## src/rtl/acq_pkg.sv

```systemverilog
// Shared definitions for the acquisition path.
// Provides the mode encoding for analog/LA sample sources, the default sample
// width, the {max, min} pair type and the window controller state type.
package acq_pkg;

    localparam int unsigned DATA_W_DEF = 8;

    // Source/combine mode: analog uses magnitude compare, LA uses OR/AND.
    localparam logic MODE_ANALOG = 1'b0;
    localparam logic MODE_LA     = 1'b1;

    typedef struct packed {
        logic [DATA_W_DEF-1:0] max_v;
        logic [DATA_W_DEF-1:0] min_v;
    } sample_pair_t;

    typedef enum logic {
        StEmpty,
        StAccum
    } win_state_t;

endpackage

```

## src/rtl/minmax_acc.sv

```systemverilog
// Per-sample min/max combine, purely combinational.
// Ports:
//   mode     - MODE_ANALOG: unsigned magnitude compare; MODE_LA: OR into max, AND into min
//   first    - sample opens a window; both accumulators take the sample as-is
//   s        - current sample
//   acc_max  - running max (analog) / OR (LA)
//   acc_min  - running min (analog) / AND (LA)
//   nxt_max  - combined max/OR including s
//   nxt_min  - combined min/AND including s
module minmax_acc
    import acq_pkg::*;
#(
    parameter int unsigned DATA_W = DATA_W_DEF
) (
    input  logic              mode,
    input  logic              first,
    input  logic [DATA_W-1:0] s,
    input  logic [DATA_W-1:0] acc_max,
    input  logic [DATA_W-1:0] acc_min,
    output logic [DATA_W-1:0] nxt_max,
    output logic [DATA_W-1:0] nxt_min
);

    always_comb begin
        nxt_max = acc_max;
        nxt_min = acc_min;
        if (first) begin
            nxt_max = s;
            nxt_min = s;
        end else if (mode == MODE_LA) begin
            // Bitwise accumulation keeps a single-sample glitch on any line.
            nxt_max = acc_max | s;
            nxt_min = acc_min & s;
        end else begin
            nxt_max = (s >= acc_max) ? s : acc_max;
            nxt_min = (s <= acc_min) ? s : acc_min;
        end
    end

endmodule

```

## src/rtl/min_max_window.sv

```systemverilog
// Windowed peak detector: reduces a strobed sample stream to one {max, min}
// pair per window of L = max(WIN_LEN, 1) samples.
// Ports:
//   CLK          - sample clock, rising edge
//   CLR          - asynchronous active-low reset
//   EN           - sample strobe
//   RESTART      - synchronous abort of the current window
//   LA_SOURSE    - 0: analog (A_DATA_IN, compare); 1: LA (LA_DATA_IN, OR/AND)
//   A_DATA_IN    - analog sample
//   LA_DATA_IN   - logic-analyzer sample
//   WIN_LEN      - samples per window, 0 treated as 1
//   MAX_DATA_OUT - max/OR of the last completed window
//   MIN_DATA_OUT - min/AND of the last completed window
//   OUT_VALID    - one-cycle pulse when the outputs update
//   WIN_BUSY     - window holds at least one sample but is not complete
module min_max_window
    import acq_pkg::*;
#(
    parameter int unsigned DATA_W = DATA_W_DEF,
    parameter int unsigned WIN_W  = 10
) (
    input  logic              CLK,
    input  logic              CLR,
    input  logic              EN,
    input  logic              RESTART,
    input  logic              LA_SOURSE,
    input  logic [DATA_W-1:0] A_DATA_IN,
    input  logic [DATA_W-1:0] LA_DATA_IN,
    input  logic [WIN_W-1:0]  WIN_LEN,
    output logic [DATA_W-1:0] MAX_DATA_OUT,
    output logic [DATA_W-1:0] MIN_DATA_OUT,
    output logic              OUT_VALID,
    output logic              WIN_BUSY
);

    win_state_t        state;
    logic [WIN_W-1:0]  count;
    logic [WIN_W-1:0]  len_lat;
    logic              mode_lat;
    logic [DATA_W-1:0] acc_max;
    logic [DATA_W-1:0] acc_min;

    logic              first;
    logic [WIN_W-1:0]  live_len;
    logic [WIN_W-1:0]  eff_len;
    logic              eff_mode;
    logic [WIN_W-1:0]  cnt_nxt;
    logic [DATA_W-1:0] sample;
    logic              done;
    logic [DATA_W-1:0] nxt_max;
    logic [DATA_W-1:0] nxt_min;

    // A RESTART makes the current sample open a new window, so it takes the
    // live length/mode exactly like a sample arriving in EMPTY.
    always_comb begin
        first    = RESTART || (state == StEmpty);
        live_len = (WIN_LEN == '0) ? WIN_W'(1) : WIN_LEN;
        eff_len  = first ? live_len : len_lat;
        eff_mode = first ? LA_SOURSE : mode_lat;
        sample   = (eff_mode == MODE_LA) ? LA_DATA_IN : A_DATA_IN;
        // count < len_lat while accumulating, so the increment cannot wrap.
        cnt_nxt  = first ? WIN_W'(1) : count + WIN_W'(1);
        done     = EN && (cnt_nxt == eff_len);
    end

    minmax_acc #(
        .DATA_W (DATA_W)
    ) u_acc (
        .mode    (eff_mode),
        .first   (first),
        .s       (sample),
        .acc_max (acc_max),
        .acc_min (acc_min),
        .nxt_max (nxt_max),
        .nxt_min (nxt_min)
    );

    always_ff @(posedge CLK or negedge CLR) begin
        if (!CLR) begin
            state        <= StEmpty;
            count        <= '0;
            len_lat      <= '0;
            mode_lat     <= MODE_ANALOG;
            acc_max      <= '0;
            acc_min      <= '0;
            MAX_DATA_OUT <= '0;
            MIN_DATA_OUT <= '0;
            OUT_VALID    <= 1'b0;
        end else begin
            OUT_VALID <= 1'b0;
            if (EN) begin
                mode_lat <= eff_mode;
                len_lat  <= eff_len;
                acc_max  <= nxt_max;
                acc_min  <= nxt_min;
                if (done) begin
                    MAX_DATA_OUT <= nxt_max;
                    MIN_DATA_OUT <= nxt_min;
                    OUT_VALID    <= 1'b1;
                    state        <= StEmpty;
                    count        <= '0;
                end else begin
                    state <= StAccum;
                    count <= cnt_nxt;
                end
            end else if (RESTART) begin
                state <= StEmpty;
                count <= '0;
            end
        end
    end

    assign WIN_BUSY = (state == StAccum);

endmodule

```

## config.mk

```make
export PLATFORM = sky130hd
export DESIGN_NAME = min_max_window
export DESIGN_NICKNAME = d
export VERILOG_FILES = /design/src/rtl/acq_pkg.sv /design/src/rtl/minmax_acc.sv /design/src/rtl/min_max_window.sv
export SDC_FILE = /design/constraint.sdc
export NUM_CORES = 1
export LEC_CHECK = 0
export CORE_MARGIN = 8
export CORE_UTILIZATION = 60
export CTS_CLUSTER_SIZE = 16
export DETAILED_ROUTE_END_ITERATION = 10
export PLACE_DENSITY = 0.88
export SYNTH_ARGS = -nofsm -noshare
export SYNTH_HDL_FRONTEND = slang
export SYNTH_SLANG_ARGS = --single-unit
export TNS_END_PERCENT = 30
```

## constraint.sdc

```tcl
create_clock -name CLK -period 8.89 [get_ports CLK]
set_input_delay 2.2225 -clock CLK [delete_from_list [all_inputs] [get_ports CLK]]
set_output_delay 2.2225 -clock CLK [all_outputs]
set_load 0.005 [all_outputs]
```

==> metrics, run 1 <==
outcome finished, final reports clean; drt first pass iters 4; final core utilization 71.2%; global-route wire length before repair 15.2 mm; GR Overflow Total 0; CP arrival 6890 ps; CP max-delay cell a21oi_1; Post-Synthesis Cells 367; # fillers around 430; vias in the first global route 3,301; setup TNS 0 ps; GR Layer Usage met2 38.2%; top post-synthesis cells by area dfrtp_1 (36%), mux2_2 (14%), ha_1 (11%); clock tree sinks 55; Layout Nets 477; M3 GR Usage 3.98%; initial antenna violation count 0; Required @ worst endpoint between 9000 and 10,000 ps; hpwl dp around 6.8 mm; Cells after DPL 483; # hold bufs at CTS 0; area share of the largest cell type after synthesis ~36%; clock skew 7.04 ps; # diodes 0; M1 GR Usage 22.5%; IO Pins 49; pwr dens roughly 170 mW/mm2; fmax 150 MHz; critical path class input pin to flop; share of cells above drive strength 1 16.2%; GRT Total Usage roughly a fifth; Ys Warns 0; Worst-Margin Slew ~1100 ps; register area share after synthesis 36.0%; Die Height 95.8 um; number of distinct library cells after synthesis 49; wirelength, routed about 9.1 mm; die area 0.00917 mm2; initial core utilization 61.2%; Core Area 0.00624 mm2; Post-Syn Nets 431; IR drop worst, VDD 0.0962 mV; FF+latch count, synth 55; crit end category flop; Final Slew Violations 0; CP Max Fanout 17; ys async rst share 100%; main flop type after synthesis dfrtp_1; Leakage Power 2.09 nW; CTS tree done; crit path time final about 6700 ps; largest net degree at the start of global routing 56; Syn Std Cell Area 0.00382 mm2; Die W 95.8 um; fin cells 490; row count 29; RD Place Congestion 0.875; CTS Buf Count 5; Final Cycle Share 75.2%; CTS root buf clkbuf_8; RSZ-0062 raised after global routing no; clk slew on worst S/H paths 100 ps; relative slew slack ~29%; Antenna Nets Post-Route 0; Final setup viols 0; # resized after CTS 0; number of hold violations in the final report 0; crit-path cells clkdlybuf4s50_1 -> nand2b_1 -> buf_4 -> nor2_1 -> a21oi_1 -> mux2i_1 -> inv_1 -> ha_1 -> a21boi_0 -> o21ai_0 -> a211oi_1 -> a211oi_2 -> mux2i_1 -> a21oi_1 -> mux2_2; CP top delay family compound AO/OA/AOI/OAI gates; area leader, netlist dfrtp_1; EDFF count, synth 0; postcts setup bufs 0; Hold/Removal Path Class flop to flop; 1st-iter DRT viols around 170; Syn Area/Cell 10.4 um2; critical path's largest stage delay 860 ps; Worst-Skew Late Latency 310 ps; vias per cell around 6.2; area grow syn2layout 16.3%; vias 3,043; DRC viols 0; maxcap violations 0; drt wl/cell 18.5 um; Port Buf Inserts 48; Setup crit start kind input pin; H-tree levels 2; Max clock buf depth 2; grt peak-use layer met2; CP bufs+invs 3
per-stage QoR:
step	setup slack [ps]	hold WS (ps)	power (W)	area [um2]
2_1_floorplan	3530	469	0.000501	3820
3_3_place_gp	2110	487	0.000587	4350
3_5_place_dp	2030	494	0.000602	4350
4_1_cts	2280	515	0.000746	4440
5_1_grt	1940	533	0.000788	4440
6_report	2210	512	0.000742	4440
Yosys cell counts, types with 5 or more instances:
| master | n |
|---|---|
| a2111oi_0 | 5 |
| a211oi_1 | 17 |
| a21o_1 | 14 |
| a21oi_1 | 16 |
| and2_1 | 5 |
| clkbuf_1 | 6 |
| dfrtp_1 | 55 |
| ha_1 | 33 |
| inv_1 | 29 |
| mux2_2 | 47 |
| mux2i_1 | 17 |
| nand2_1 | 8 |
| nand4_1 | 5 |
| nor2_1 | 27 |
| nor2b_1 | 11 |
| o21ai_0 | 9 |
| xnor2_1 | 8 |
| xor2_1 | 7 |
sequential cells by signal (all words and copies together) (netlist names):
register      flops
OUT_VALID         1
acc_min           8
acc_max           8
MAX_DATA_OUT      8
len_lat          10
count            10
WIN_BUSY          1
MIN_DATA_OUT      8
mode_lat          1
final timing paths:
kind                                       from              end  slack, ps  depth (start not counted)
worst max-delay path                    RESTART       acc_max[5]       2210                         15
worst min-delay path            MIN_DATA_OUT[6]  MIN_DATA_OUT[6]        510                          1
worst max register to register         WIN_BUSY       acc_max[5]       4240                         14
worst min register to register  MIN_DATA_OUT[6]  MIN_DATA_OUT[6]        510                          1
max in group asynchronous                   CLR         count[8]       6390                          2
min in group asynchronous                   CLR  MAX_DATA_OUT[6]       2040                          2
layer usage:
metal	vias up	part of all wire, %
li1	1412	-
met1	1469	39
met2	131	52
met3	31	5.5
met4	0	3.3
met5	-	0
cells in the final DEF (no fill, tap or decap), types with 4 or more instances in the layout:
master / instances
xnor2_1: 8
buf_4: 4
nand4_1: 5
xor2_1: 7
o21ai_0: 9
a2111oi_0: 5
nand2_1: 8
clkbuf_8: 6
a311o_1: 4
nor2b_1: 11
and2_1: 5
nand3_1: 4
a21o_1: 14
ha_1: 33
mux2i_1: 17
nor2_1: 27
mux2_2: 47
a211oi_1: 17
dfrtp_1: 55
clkdlybuf4s50_1: 47
a21oi_1: 16
inv_1: 29
cell type report:
type                            instances  area [um2]  share of cell area (%)
Clock inverter                          1        5.00                   0.113
Multi-Input combinational cell        269        2260                    50.9
Timing Repair Buffer                   52         505                    11.4
Inverter                               30         113                    2.54
Tap cell                               77        96.3                    2.17
Clock buffer                            6        82.6                    1.86
Sequential cell                        55        1380                    31.0
kinds of logic (layout without fill, tap and decap cells):
logic type,after synthesis,after routing,synth area share [%]
muxes,66,66,19.1
buffers and inverters,43,89,4.72
DFF,55,55,36.0
and+or+nand+nor,71,71,9.37
adders and majority gates,33,33,10.8
AOI/OAI and AO/OA,84,84,16.5
xor gates and xnor gates,15,15,3.44
report_power, final:
| part | leakage (nW) | total [W] | internal [W] | switching, W |
|---|---|---|---|---|
| logic | 1.35 | 0.000277 | 0.000146 | 0.000131 |
| clock network | 0.0470 | 0.000141 | 0.0000614 | 0.0000800 |
| registers | 0.695 | 0.000324 | 0.000290 | 0.0000337 |
Note: power is estimated with default switching activity, not from simulation.
==> run 2: changes to the inputs <==
CORE_UTILIZATION = 51   (was 60)
PLACE_DENSITY = 0.79   (was 0.88)
clock period = 6 ns   (was 8.89 ns; I/O delays follow)
==> metrics, run 2 (synthesis gave the netlist of run 1 again) <==
critical path class input pin to flop; die area 0.0105 mm2; 1st-iter DRT viols 111; Required @ worst endpoint 6200 ps; wirelength, routed 9.00 mm; H-tree levels 2; clk slew on worst S/H paths ~100 ps; fmax about 200 MHz; design internal power 0.000779 W; vias per cell roughly 5.7; Max Used Layer met4; metal2 WL 4.62 mm; IO Pins 49; postcts setup bufs 0; Top Registers count: 10 flops, len_lat: 10 flops; number of hold violations in the final report 0; Worst-Skew Late Latency about 300 ps; RD Place Congestion 0.937; Die W 103 um; internal reg-to-reg setup slack around 2100 ps; # fillers between 500 and 600; row count 31; Final Slew Violations 0; vias 2,956; hpwl dp 6.63 mm; commonest non-fill, non-tap cell in the layout dfrtp_1; sw frac 31.8%; most frequent cells in the layout dfrtp_1 (55), mux2_2 (47), clkdlybuf4s50_1 (47); clock tree sinks between 50 and 60; drt first pass iters 4; Port Buf Inserts 48; global-route wire length before repair 15.0 mm; setup TNS 0 ps; pwr dens 252 mW/mm2; Hold/Removal Path Class flop to flop; Leakage Power 2.13 nW; drt wl/cell 17.4 um; # diodes 0; GR Overflow Total 0; maxcap violations 0; area grow syn2layout 18.6%; Worst-Margin Slew 978 ps; Setup crit start kind input pin; # resized after CTS 0; CTS tree done; worst setup path end acc_max[0]; CTS Buf Count 5; IR drop worst, VDD 0.145 mV; M1 WL 3.72 mm; share of total power in combinational logic a little under two fifths; share of cells above drive strength 1 17.2%; area taken by multi-input logic gates 0.00226 mm2; Sw Pwr 0.000363 W; Clock Power Share 21.1%; crit end category flop; initial antenna violation count 0; Layout Nets about 480; CTS root buf clkbuf_8; GRT Total Usage around 18%; Max clock buf depth 2; largest net degree at the start of global routing 56; clock skew 7.61 ps; # hold bufs at CTS 0; Sequential Area 0.00138 mm2; crit path time final 5040 ps; Core Area between 0.007 and 0.008 mm2; Final Cycle Share 84.0%; met3 WL post-DR between 500 and 600 um; outcome finished, final reports clean; Antenna Nets Post-Route 0; RSZ-0062 raised after global routing no; final core utilization between 60% and 70%; CP Max Fanout 8; reg2reg start mode_lat; CP arrival 5230 ps; DRC viols 0; initial core utilization 52.6%; Die Height 103 um; Flop pwr share 41.9%; Final setup viols 0; vias in the first global route 3,076; RR Endpoint acc_max[0]; worst setup path startpoint RESTART; relative slew slack 34.7%; worst r2r path cells 13
## run 2: cell count changes in the layout (fill, tap and decap cells not counted), sizes merged
cell,previous run,this run
buf,5,11
bufinv,0,1
clkinv,2,1
## run 2: worst min path at each step
stage | from | endpoint | cells past startpoint
after floorplan | len_lat[0] | len_lat[0] | 2
after global placement | MAX_DATA_OUT[5] | MAX_DATA_OUT[5] | 1
after detailed placement | MIN_DATA_OUT[4] | MIN_DATA_OUT[4] | 1
after CTS | MIN_DATA_OUT[4] | MIN_DATA_OUT[4] | 1
after global routing | MIN_DATA_OUT[2] | MIN_DATA_OUT[2] | 1
final | len_lat[0] | len_lat[0] | 2
## run 2: power by group through the flow
stage                     combinational (W)  clock, W  sequential (W)
after global routing               0.000467  0.000259        0.000488
after CTS                          0.000423  0.000246        0.000478
after detailed placement           0.000419         0        0.000486
after global placement             0.000409         0        0.000484
after floorplan                    0.000268         0        0.000475
final                              0.000422  0.000241        0.000478
## run 2: area by class of cell
| cell class | instances | share of cell area [%] |
|---|---|---|
| Inverter | 30 | 2.49 |
| Timing Repair Buffer | 58 | 12.2 |
| Clock buffer | 6 | 1.60 |
| Sequential cell | 55 | 30.4 |
| Clock inverter | 1 | 0.663 |
| Multi-Input combinational cell | 269 | 50.0 |
| Tap cell | 99 | 2.74 |
## run 2: metrics by stage
step	total power, W	cells	area, um2	setup slack [ps]	hold slack [ps]
3_5_place_dp	0.000905	511	4430	663	493
5_1_grt	0.00121	518	4530	695	532
3_3_place_gp	0.000893	511	4430	712	488
4_1_cts	0.00115	518	4530	995	515
2_1_floorplan	0.000743	367	3820	1360	469
6_report	0.00114	518	4530	961	508
## run 2: worst max-delay path, cell delays in order
cell	delay (ps)
clkdlybuf4s50_1	490
nand2b_1	200
nor2_1	80
a21oi_1	170
buf_4	190
mux2i_1	310
inv_1	130
ha_1	310
a21o_1	160
a21o_1	180
a211oi_2	830
mux2i_1	280
a21oi_1	100
mux2_2	300
## run 2: layer usage
layer / track usage [%] / vias to the layer above
li1: - / 1432
met1: 21.4 / 1420
met3: 3.11 / 13
met2: 32.7 / 91
met5: 0 / -
met4: 4.18 / 0
